===== src/rtl/ram_req_ctrl_if.sv =====
// Request/response and RAM-side signal bundle for the RAM requester controller.
// Latency: none (wires only).
// Backpressure: req_ready gates requests; rsp_valid is never back-pressured.
interface ram_req_ctrl_if #(
    parameter int ADDR_W = 5,
    parameter int DATA_W = 32
);
    localparam int BE_W = DATA_W / 8;

    // requester -> controller
    logic              req_valid;
    logic              req_ready;
    logic              req_we;
    logic [ADDR_W-1:0] req_addr;
    logic [BE_W-1:0]   req_be;
    logic [DATA_W-1:0] req_wdata;

    // controller -> requester
    logic              rsp_valid;
    logic              rsp_we;
    logic [DATA_W-1:0] rsp_rdata;

    // controller <-> RAM
    logic              ram_wren;
    logic [ADDR_W-1:0] ram_r_addr;
    logic [ADDR_W-1:0] ram_w_addr;
    logic [DATA_W-1:0] ram_w_data;
    logic [DATA_W-1:0] ram_r_data;

    // controller side
    modport slave (
        input  req_valid, req_we, req_addr, req_be, req_wdata, ram_r_data,
        output req_ready, rsp_valid, rsp_we, rsp_rdata,
               ram_wren, ram_r_addr, ram_w_addr, ram_w_data
    );

    // requester + RAM side
    modport master (
        output req_valid, req_we, req_addr, req_be, req_wdata, ram_r_data,
        input  req_ready, rsp_valid, rsp_we, rsp_rdata,
               ram_wren, ram_r_addr, ram_w_addr, ram_w_data
    );
endinterface


===== src/rtl/ram_req_ctrl.sv =====
// Word read/write controller for a 1-cycle-read dual-port RAM; byte-enable stores done by read-modify-write.
// Latency: read / full write / empty-be write respond 2 edges after acceptance, partial write 3 edges.
// Backpressure: req_ready high only in IDLE; responses are single-cycle pulses with no back-pressure.
module ram_req_ctrl #(
    parameter int ADDR_W = 5,
    parameter int DATA_W = 32
) (
    input  logic          clk,
    input  logic          rst_n,
    ram_req_ctrl_if.slave bus
);
    localparam int BE_W = DATA_W / 8;

    typedef enum logic [1:0] {
        IDLE   = 2'd0,
        RD     = 2'd1,
        RMW_RD = 2'd2,
        WR     = 2'd3
    } state_t;

    state_t            state;

    // request captured at acceptance
    logic [ADDR_W-1:0] addr_q;
    logic              we_q;
    logic [BE_W-1:0]   be_q;
    logic [DATA_W-1:0] wdata_q;

    // registered outputs
    logic              req_ready_q;
    logic              rsp_valid_q;
    logic              rsp_we_q;
    logic [DATA_W-1:0] rsp_rdata_q;
    logic              ram_wren_q;
    logic [ADDR_W-1:0] ram_w_addr_q;
    logic [DATA_W-1:0] ram_w_data_q;

    logic              accept;

    // Byte-wise merge: enabled bytes from the new data, the rest from the old word.
    function automatic logic [DATA_W-1:0] merge_bytes(
        input logic [DATA_W-1:0] new_word,
        input logic [DATA_W-1:0] old_word,
        input logic [BE_W-1:0]   be
    );
        logic [DATA_W-1:0] m;
        m = old_word;
        for (int i = 0; i < BE_W; i++) begin
            if (be[i]) begin
                m[8*i +: 8] = new_word[8*i +: 8];
            end
        end
        return m;
    endfunction

    assign accept = bus.req_valid && req_ready_q;

    // In IDLE the RAM sees the incoming address directly so its registered read
    // address captures it on the acceptance edge; afterwards it sees the latched one.
    assign bus.ram_r_addr = (state == IDLE) ? bus.req_addr : addr_q;

    assign bus.req_ready  = req_ready_q;
    assign bus.rsp_valid  = rsp_valid_q;
    assign bus.rsp_we     = rsp_we_q;
    assign bus.rsp_rdata  = rsp_rdata_q;
    assign bus.ram_wren   = ram_wren_q;
    assign bus.ram_w_addr = ram_w_addr_q;
    assign bus.ram_w_data = ram_w_data_q;

    // Main controller: state sequencing and every registered output.
    always_ff @(posedge clk or negedge rst_n) begin
        if (!rst_n) begin
            state        <= IDLE;
            addr_q       <= '0;
            we_q         <= 1'b0;
            be_q         <= '0;
            wdata_q      <= '0;
            req_ready_q  <= 1'b0;
            rsp_valid_q  <= 1'b0;
            rsp_we_q     <= 1'b0;
            rsp_rdata_q  <= '0;
            ram_wren_q   <= 1'b0;
            ram_w_addr_q <= '0;
            ram_w_data_q <= '0;
        end else begin
            case (state)
                IDLE: begin
                    rsp_valid_q <= 1'b0;
                    if (accept) begin
                        addr_q      <= bus.req_addr;
                        we_q        <= bus.req_we;
                        be_q        <= bus.req_be;
                        wdata_q     <= bus.req_wdata;
                        req_ready_q <= 1'b0;
                        if (!bus.req_we) begin
                            state <= RD;
                        end else if (bus.req_be == '1) begin
                            // whole word: write straight away, no read needed
                            state        <= WR;
                            ram_wren_q   <= 1'b1;
                            ram_w_addr_q <= bus.req_addr;
                            ram_w_data_q <= bus.req_wdata;
                        end else if (bus.req_be == '0) begin
                            // nothing to store: just produce the ack
                            state      <= WR;
                            ram_wren_q <= 1'b0;
                        end else begin
                            state <= RMW_RD;
                        end
                    end else begin
                        // also raises ready on the first edge after reset release
                        req_ready_q <= 1'b1;
                    end
                end

                RD: begin
                    rsp_rdata_q <= bus.ram_r_data;
                    rsp_valid_q <= 1'b1;
                    rsp_we_q    <= we_q;
                    req_ready_q <= 1'b1;
                    state       <= IDLE;
                end

                RMW_RD: begin
                    // old word is on ram_r_data now; stage the merged word for the write cycle
                    ram_w_data_q <= merge_bytes(wdata_q, bus.ram_r_data, be_q);
                    ram_w_addr_q <= addr_q;
                    ram_wren_q   <= 1'b1;
                    state        <= WR;
                end

                WR: begin
                    // RAM commits on this edge, so a following read sees the new word
                    ram_wren_q  <= 1'b0;
                    rsp_valid_q <= 1'b1;
                    rsp_we_q    <= we_q;
                    req_ready_q <= 1'b1;
                    state       <= IDLE;
                end

                default: begin
                    state       <= IDLE;
                    ram_wren_q  <= 1'b0;
                    req_ready_q <= 1'b0;
                    rsp_valid_q <= 1'b0;
                end
            endcase
        end
    end

    // Ready is only ever offered while idle.
    a_ready_idle: assert property (@(posedge clk) disable iff (!rst_n)
        req_ready_q |-> (state == IDLE));

    // The RAM write strobe is only driven from the write state.
    a_wren_wr: assert property (@(posedge clk) disable iff (!rst_n)
        ram_wren_q |-> (state == WR));

    // A response is never stretched beyond one cycle.
    a_rsp_pulse: assert property (@(posedge clk) disable iff (!rst_n)
        rsp_valid_q |=> !rsp_valid_q);

endmodule


===== src/flat_wrapper.sv =====
// flat-port wrapper written by rule: the top's interface ports become plain ports
module ram_req_ctrl_flat 
#(
    parameter int ADDR_W = 5,
    parameter int DATA_W = 32
)
  (clk, rst_n, bus_req_valid, bus_req_we, bus_req_addr, bus_req_be, bus_req_wdata, bus_ram_r_data, bus_req_ready, bus_rsp_valid, bus_rsp_we, bus_rsp_rdata, bus_ram_wren, bus_ram_r_addr, bus_ram_w_addr, bus_ram_w_data);
  ram_req_ctrl_if #(.ADDR_W(ADDR_W), .DATA_W(DATA_W)) bus_i ();
  input  logic clk;
  input  logic rst_n;
  input wire logic [$bits(bus_i.req_valid)-1:0] bus_req_valid;
  input wire logic [$bits(bus_i.req_we)-1:0] bus_req_we;
  input wire logic [$bits(bus_i.req_addr)-1:0] bus_req_addr;
  input wire logic [$bits(bus_i.req_be)-1:0] bus_req_be;
  input wire logic [$bits(bus_i.req_wdata)-1:0] bus_req_wdata;
  input wire logic [$bits(bus_i.ram_r_data)-1:0] bus_ram_r_data;
  output wire logic [$bits(bus_i.req_ready)-1:0] bus_req_ready;
  output wire logic [$bits(bus_i.rsp_valid)-1:0] bus_rsp_valid;
  output wire logic [$bits(bus_i.rsp_we)-1:0] bus_rsp_we;
  output wire logic [$bits(bus_i.rsp_rdata)-1:0] bus_rsp_rdata;
  output wire logic [$bits(bus_i.ram_wren)-1:0] bus_ram_wren;
  output wire logic [$bits(bus_i.ram_r_addr)-1:0] bus_ram_r_addr;
  output wire logic [$bits(bus_i.ram_w_addr)-1:0] bus_ram_w_addr;
  output wire logic [$bits(bus_i.ram_w_data)-1:0] bus_ram_w_data;
  assign bus_i.req_valid = bus_req_valid;
  assign bus_i.req_we = bus_req_we;
  assign bus_i.req_addr = bus_req_addr;
  assign bus_i.req_be = bus_req_be;
  assign bus_i.req_wdata = bus_req_wdata;
  assign bus_i.ram_r_data = bus_ram_r_data;
  assign bus_req_ready = bus_i.req_ready;
  assign bus_rsp_valid = bus_i.rsp_valid;
  assign bus_rsp_we = bus_i.rsp_we;
  assign bus_rsp_rdata = bus_i.rsp_rdata;
  assign bus_ram_wren = bus_i.ram_wren;
  assign bus_ram_r_addr = bus_i.ram_r_addr;
  assign bus_ram_w_addr = bus_i.ram_w_addr;
  assign bus_ram_w_data = bus_i.ram_w_data;
  ram_req_ctrl #(.ADDR_W(ADDR_W), .DATA_W(DATA_W)) u_core (.clk(clk), .rst_n(rst_n), .bus(bus_i));
endmodule

===== config.mk =====
export PLATFORM = sky130hd
export DESIGN_NAME = ram_req_ctrl_flat
export DESIGN_NICKNAME = d
export VERILOG_FILES = /design/src/rtl/ram_req_ctrl_if.sv /design/src/rtl/ram_req_ctrl.sv /design/src/flat_wrapper.sv
export SDC_FILE = /design/constraint.sdc
export NUM_CORES = 1
export LEC_CHECK = 0
export ABC_AREA = 1
export CAP_MARGIN = 20
export CORE_MARGIN = 4
export CORE_UTILIZATION = 35
export DETAILED_ROUTE_END_ITERATION = 7
export DONT_BUFFER_PORTS = 1
export SYNTH_ARGS = -nofsm -noshare
export SYNTH_HDL_FRONTEND = slang
export SYNTH_SLANG_ARGS = --single-unit

===== constraint.sdc =====
create_clock -name clk -period 1.85 [get_ports clk]
set_input_delay 0.2775 -clock clk [delete_from_list [all_inputs] [get_ports clk]]
set_output_delay 0.2775 -clock clk [all_outputs]
set_load 0.03 [all_outputs]

Yosys cells after proc, flatten, opt, wreduce, memory -nomap -nowiden
Cells that the tools add are included.
{"block": "word_totals", "in_bits": 77, "out_inout_bits": 78, "elab_cells": 56, "register_bits": 117}
{"block": "op_classes", "n_eq_ne": 8, "reduce_logical": 10, "n_mux": 26}
{"operator": "$mux W32", "n": 3}
{"operator": "$pmux W32 S2", "n": 1}
{"operator": "$mux W8", "n": 4}
{"operator": "$mux W5", "n": 4}
{"operator": "$pmux W5 S2", "n": 1}
{"operator": "$reduce_and A4 Y1", "n": 2}
{"operator": "$mux W1", "n": 6}
{"operator": "$mux W2", "n": 3}
{"operator": "$pmux W2 S3", "n": 1}
{"operator": "$eq A2 B2 Y1 const B", "n": 2}
{"operator": "$eq A4 B4 Y1 const B", "n": 1}
{"operator": "$logic_not A4 Y1", "n": 1}
{"operator": "$ne A2 B2 Y1 const B", "n": 2}
{"operator": "$pmux W1 S2", "n": 2}
{"operator": "$reduce_bool A2 Y1", "n": 2}
{"operator": "$ne A3 B3 Y1 const B", "n": 1}
{"operator": "$pmux W1 S3", "n": 1}
{"operator": "$reduce_bool A3 Y1", "n": 1}
{"operator": "$eq A2 B1 Y1 const B", "n": 1}
{"operator": "$logic_not A2 Y1", "n": 1}
{"operator": "$ne A2 B1 Y1 const B", "n": 1}
{"operator": "$reduce_and A2 Y1", "n": 1}
{"operator": "$reduce_or A2 Y1", "n": 1}
{"operator": "$logic_and A1 B1 Y1", "n": 1}

Longest topological paths before layout
Gate-level depths: netlist of the first run.
{"block": "logic_depth", "ltp_word": 6, "mapped_depth": 9, "ltp_nobuf": 7}

Least setup slack after synthesis of the first run
No wires, ideal clock.
{"block": "synth_timing", "path_kind": "flip-flop to output port", "start": "register u_core.state[0]", "end": "output bus_ram_r_addr[0]", "path_stages_with_launch": 4, "path_buffers": 1, "t_arrival_ps": 1379, "t_required_ps": 1572, "slack_ps": 194, "cell_sequence": "dfrtp_1 > nor2_1 > clkbuf_1 > o21ai_0"}
{"block": "synth_via", "elab_chain_len": 2}
{"item": "start: declaration", "line": "ram_req_ctrl.sv:21", "source": "state_t state;"}
{"item": "start signal: assignment", "line": "ram_req_ctrl.sv:73", "source": "state <= IDLE;"}
{"item": "start signal: assignment", "line": "ram_req_ctrl.sv:96", "source": "state <= RD;"}
{"item": "start signal: assignment", "line": "ram_req_ctrl.sv:99", "source": "state <= WR;"}
{"item": "$logic_not A2 Y1", "line": "ram_req_ctrl.sv:60", "source": "assign bus.ram_r_addr = (state == IDLE) ? bus.req_addr : addr_q;"}
{"item": "$mux W5", "line": "ram_req_ctrl.sv:60"}
{"item": "end: declaration", "line": "flat_wrapper.sv:22", "source": "output wire logic [$bits(bus_i.ram_r_addr)-1:0] bus_ram_r_addr;"}
No other way between the ends.

Final worst setup path of the first run
{"block": "layout_timing", "start": "register u_core.state[1]", "end": "output bus_ram_r_addr[2]"}
The elaborated chain is that of the path after synthesis.

==> results of run 1 <==
-- synth_stat cells, types with 4 or more instances --
library cell | n | share of area, %
buf_2 | 28 | 2.6
o21ai_1 | 7 | 0.65
nand2_1 | 401 | 28
nand3_1 | 40 | 3.7
inv_2 | 4 | 0.28
mux2_1 | 6 | 1.3
dfrtp_1 | 117 | 55
clkinv_1 | 4 | 0.28
o21ai_0 | 13 | 1.2
mux2_2 | 26 | 5.5
nor2_1 | 5 | 0.35
inv_1 | 7 | 0.49
-- worst max-delay path by stage --
stage               cells past startpoint  slack (ns)            start                        end
floorplan                               3        0.19  u_core.state[0]          bus_ram_r_addr[0]
global placement                        6        0.40  u_core.state[1]  u_core.bus.ram_w_data[23]
detailed placement                      6        0.36  u_core.state[1]  u_core.bus.ram_w_data[14]
CTS                                     5        0.01  u_core.state[0]          bus_ram_r_addr[2]
global route                            5       0.001  u_core.state[1]          bus_ram_r_addr[4]
finish                                  4        0.09  u_core.state[1]          bus_ram_r_addr[2]
-- sequential cells by signal, indices dropped and copies added (netlist names) --
register and cells:
u_core.bus.ram_wren 1, u_core.bus.rsp_we 1, u_core.be_q 4, u_core.bus.ram_w_data 32
u_core.we_q 1, u_core.addr_q 5, u_core.bus.rsp_rdata 32, u_core.bus.ram_w_addr 5
u_core.wdata_q 32, u_core.bus.rsp_valid 1, u_core.state 2, u_core.bus.req_ready 1
-- per-layer routing --
metal,up-vias,track usage (%)
li1,2221,-
met1,2228,22.6
met2,162,29.9
met3,10,6.60
met4,0,4.26
met5,-,0
-- power by group through the flow --
stage / sequential (uW) / combinational [uW] / clock [uW]
finish: 6160 / 4090 / 3350
global route: 6310 / 4670 / 3570
CTS: 6180 / 4070 / 3420
detailed placement: 6210 / 3930 / 0
global placement: 6170 / 3830 / 0
floorplan: 5890 / 3080 / 0
-- worst reg2reg max path: stages (launching register included) --
cell,delay [ns]
dfrtp_2,0.40
buf_4,0.16
inv_2,0.07
nand2_2,0.06
inv_2,0.30
buf_12,0.21
nand2_1,0.07
nand2_1,0.05
nand3_1,0.06
nand2_1,0.09
-- timing repair --
item                       in CTS  in global routing
pin swaps                       0                  0
buffers inserted                0                  2
hold buffers                   64                  2
hold endpoints to repair      181                119
cloned                          0                  0
setup endpoints to repair       4                  4
gates resized for setup         1                  0
-- final cells by class --
cell class,instances,share of cell area (%)
Clock buffer,22,6.88
Sequential cell,117,42.5
Multi-Input combinational cell,501,32.2
Timing Repair Buffer,89,12.3
Tap cell,188,3.41
Clock inverter,10,1.85
Inverter,15,0.817
-- logic make-up after synthesis --
| logic type | count (synthesis) | synth area share [%] |
|---|---|---|
| AO/OA/AOI/OAI | 21 | 2.03 |
| buffers and inverters | 50 | 4.29 |
| AND/OR/NAND/NOR | 448 | 32.4 |
| flip-flops | 117 | 54.5 |
| multiplexers | 32 | 6.71 |
-- per-stage QoR --
step                      cells  setup WS, ns  total power, uW
after floorplan             668         0.194             8970
after global placement      842         0.405            10000
after detailed placement    842         0.362            10100
after CTS                   938        0.0142            13700
after global routing        942       0.00133            14500
final                       942        0.0864            13600
==> flow_summary.toml, run 1 <==
[worst_setup_path]
criticalPathCategory = "reg -> out"
r2r_start = "u_core.state[0]"
r2r_slack_ns = 0.31
arrival_ns = 1.49
cp-start-kind = "register"
path_delay_family = "flip-flops"
slowest_delay_ns = 0.42
crit_path_cell_trace = "nor2_1 > buf_4 > o21ai_0 > buf_4"
critical_path_buf_inv_count = 2
r2r_cells = 9
cp.required_ns = 1.57
critPathCaptureType = "output pin"
r2r-end = "u_core.bus.ram_w_data[9]"
crit_fanout = 11
path_common_cell = "buf_4"
slowest_stage = "dfrtp_1"

[yosys]
synth-edff-count = 0
synth_area_per_cell_um2 = 8.04
synth_flop_cell = "dfrtp_1"
yosysSeqAreaShare_pct = 54.5
syn-cell-area_um2 = 5370
synth-warning-count = 0
ys_types = 18
syn_inst = 668
ys_ff_latch = 117
async_flop_share_pct = 100
syn-num-nets = 745

[sta]
final.min_clock_period_ns = 1.76
maxSlewHeadroom_pct = 73.0
hold_violations = 117
slew_violations = 0
max_freq_mhz = 567
worst_pin_slew_ns = 0.405
holdWs_ns = -0.434
rsz0062_at_grt = "false"
min_period_over_period_pct = 95.3
tns_ns = 0
finalSetupViolCount = 0
finClkSkew_ns = 0.00861

[layout]
fin_util_pct = 45.7
regArea_um2 = 2930
multi_input_area_um2 = 2220
area_growth_pct = 28.4
design_area_um2 = 6890
finalNetCount = 818
final_cell_mix = "nand2_1 (399), dfrtp_1 (116), dlygate4sd3_1 (66)"
drive_above_1_share_pct = 11.8
nFillCells = 1451
layout_commonest_cell = "nand2_1"
diodes = 0

[global_route]
grt.overflow.total = 0
grt_pass1_vias = 4656
grt_use_total_pct = 18.0
grt_pass1_wl_mm = 25.2
grt_max_degree = 118
antenna_found_initial = 0

[clock_tree]
cts_tree = "done"
clock-sinks = 117
numCtsBuffers = 17
ctsRootBufferMaster = "clkbuf_16"
worstSkewPairLatency_ns = 0.41
path_clk_slew_ns = 0.06
cts_buffer_depth = 2
htreeDepth = 4

[detailed_routing]
drc = 0
wire_per_inst_um = 16.1
via_per_inst = 4.91
ant_nets = 0
firstDrtPassIters = 5
route.met2.wl_mm = 7.30
drt-met1-wl_mm = 6.46
met3WireLength_mm = 1.27
highest_layer = "met4"
drt_iter0_drc = 210
via_count = 4621
routed_wl_mm = 15.1

[placement]
port_buffers = 0
placed_cell_area_um2 = 5610
dp_hpwl_mm = 9.56
gp_congestion = 0.805

[min_path]
min_path_type = "in -> async"

[power_and_ir_drop]
seqPwrFrac_pct = 45.3
switchingPower_uw = 6000
p_leak_uw = 0.00359
powerDensity_nw_per_um2 = 1970
power_frac_clock_pct = 24.6
pwr-share-comb_pct = 30.1
switching_share_pct = 44.2
p_int_uw = 7590
ir_worst_vdd_uv = 880

[outcome]
status = "finished, violations left"
violations = "hold timing"

[floorplanning]
coreArea_um2 = 15100
ios = 155
initial_core_util_pct = 35.6
die_area_um2 = 17400
fp.dieW_um = 132
die_h_um = 132
rows = 45

[run]
maxCapViolations = 0
No activity file was read; power rests on OpenSTA's default activity.
==> run 2, diff against run 1 <==
--- a/config.mk
+++ b/config.mk
@@ -11,6 +11,7 @@
 export CORE_UTILIZATION = 35
 export DETAILED_ROUTE_END_ITERATION = 7
 export DONT_BUFFER_PORTS = 1
+export REMOVE_ABC_BUFFERS = 1
 export SYNTH_ARGS = -nofsm -noshare
 export SYNTH_HDL_FRONTEND = slang
 export SYNTH_SLANG_ARGS = --single-unit
==> run 2 against run 1 <==
Net effect:
- the flow still finishes with violations (hold timing)
- register-to-register slack got worse by 0.02 ns
- hold slack got worse by 0.0037 ns
- first-iteration DRC count rose by 15%
- combinational power rose by 4.9%
- sequential power fell by 1%
- flip-flop and latch count did not move
- clock power fell by 12%
- count of clock-buffer cells in the layout rose by 2
- non-clock buffer count rose by 4
- maximum frequency rose by 1.0%
- wire length rose by 0.81%
- critical endpoint is now bus_ram_r_addr[4]
- highest routed layer unchanged
==> flow_summary.toml, run 2 (synthesis gave the netlist of run 1 again) <==
[sta]
hold_violations = 117
min_period_over_period_pct = 94.3
final.min_clock_period_ns = 1.75
slew_violations = 0
maxSlewHeadroom_pct = 69.5
finalSetupViolCount = 0
finClkSkew_ns = 0.0139
holdWs_ns = -0.437
tns_ns = 0
rsz0062_at_grt = "false"
max_freq_mhz = 573
worst_pin_slew_ns = 0.457

[placement]
placed_cell_area_um2 = 5670
gp_congestion = 0.761
port_buffers = 0
dp_hpwl_mm = 9.68
numPlacedInstances = 846

[detailed_routing]
drt_iter0_drc = 241
via_count = 4554
via_per_inst = 4.83
ant_nets = 0
drc = 0
wire_per_inst_um = 16.2
routed_wl_mm = 15.3
firstDrtPassIters = 4

[outcome]
status = "finished, violations left"
violations = "hold timing"

[worst_setup_path]
criticalPathCategory = "reg -> out"
r2r_cells = 9
crit_fanout = 10
startpoint = "u_core.state[0]"
r2r_start = "u_core.state[0]"
critPathCaptureType = "output pin"
r2r-end = "u_core.bus.ram_w_data[15]"
cp.required_ns = 1.57
critPathCapture = "bus_ram_r_addr[4]"
r2r_slack_ns = 0.29
arrival_ns = 1.47
cp-start-kind = "register"

[power_and_ir_drop]
powerDensity_nw_per_um2 = 1940
p_leak_uw = 0.00358
ir_worst_vdd_uv = 836
p_total_uw = 13300

[layout]
area_growth_pct = 28.2
final_cell_mix = "nand2_1 (398), dfrtp_1 (116), dlygate4sd3_1 (66)"
drive_above_1_share_pct = 12.2
layout_commonest_cell = "nand2_1"
diodes = 0
stdcell_count = 943
finalNetCount = 822
design_area_um2 = 6880
nFillCells = 1440

[global_route]
grt_use_total_pct = 18.0
grt.overflow.total = 0
grt_pass1_wl_mm = 24.9
antenna_found_initial = 0
grt_pass1_vias = 4744
grt_max_degree = 118

[floorplanning]
fp.dieW_um = 132
ios = 155
coreArea_um2 = 15100
rows = 45
initial_core_util_pct = 35.6
die_area_um2 = 17400
die_h_um = 132

[clock_tree]
clock-sinks = 117
numCtsBuffers = 17
htreeDepth = 4
cts_tree = "done"
path_clk_slew_ns = 0.05
ctsRootBufferMaster = "clkbuf_16"
worstSkewPairLatency_ns = 0.41
cts_buffer_depth = 2

[min_path]
min_path_type = "in -> async"

[run]
maxCapViolations = 0
[run 2: cell types whose count changed in the layout (fill, tap and decap cells not counted), sizes merged]
cell and delta:
buf +4, bufinv -3, clkbuf +2, clkinv -1, clkinvlp -1
[run 2: how the worst min path moves through the flow]
stage	from	endpoint	slack, ns	cells past startpoint
floorplan	rst_n	u_core.addr_q[0]	-0.02	0
global placement	rst_n	u_core.bus.rsp_rdata[12]	-0.02	0
detailed placement	rst_n	u_core.bus.rsp_rdata[12]	-0.01	0
CTS	rst_n	u_core.bus.rsp_rdata[12]	-0.46	0
global route	rst_n	u_core.bus.rsp_rdata[12]	-0.46	0
finish	rst_n	u_core.bus.rsp_rdata[12]	-0.44	0
[run 2: routing by layer]
metal	wire [um]	up-vias	GRT usage [%]
met5	0	-	0
met4	143	0	6.36
met3	1110	13	6.34
met2	7720	161	30.3
met1	6300	2156	21.3
li1	-	2224	-
[run 2: power by group]
part,switching (uW),internal (uW),total [uW]
Combinational,2590,1700,4290
Sequential,2320,3780,6100
Clock,1090,1850,2940
[run 2: area by class of cell]
type                       count  area (um^2)  share of cell area [%]
timing repair buffer          93          905                    13.2
clock inverter                 5         25.0                   0.364
clock buffer                  24          502                    7.29
sequential                   117         2930                    42.6
inverter                      15         56.3                   0.818
tap                          188          235                    3.42
multi-input combinational    501         2230                    32.4
[run 2: stage by stage]
stage	util, %	setup WS (ns)
floorplan	-	-0.932
global placement	37.6	0.417
detailed placement	37.6	0.364
CTS	45.3	0.00219
global route	45.6	0.0115
finish	45.6	0.105
[run 2: critical path, cell delays in order (launching register included)]
cell and delay (ns):
dfrtp_2 0.42, nor2_2 0.16, buf_6 0.15, nand2_1 0.05
o21ai_0 0.08, buf_4 0.19
[run 2: what timing repair did]
action	CTS	global route
resized for setup	1	2
setup buffers	0	2
hold buffers	63	3
hold endpoints to repair	180	120
endpoints found under the setup margin	5	5
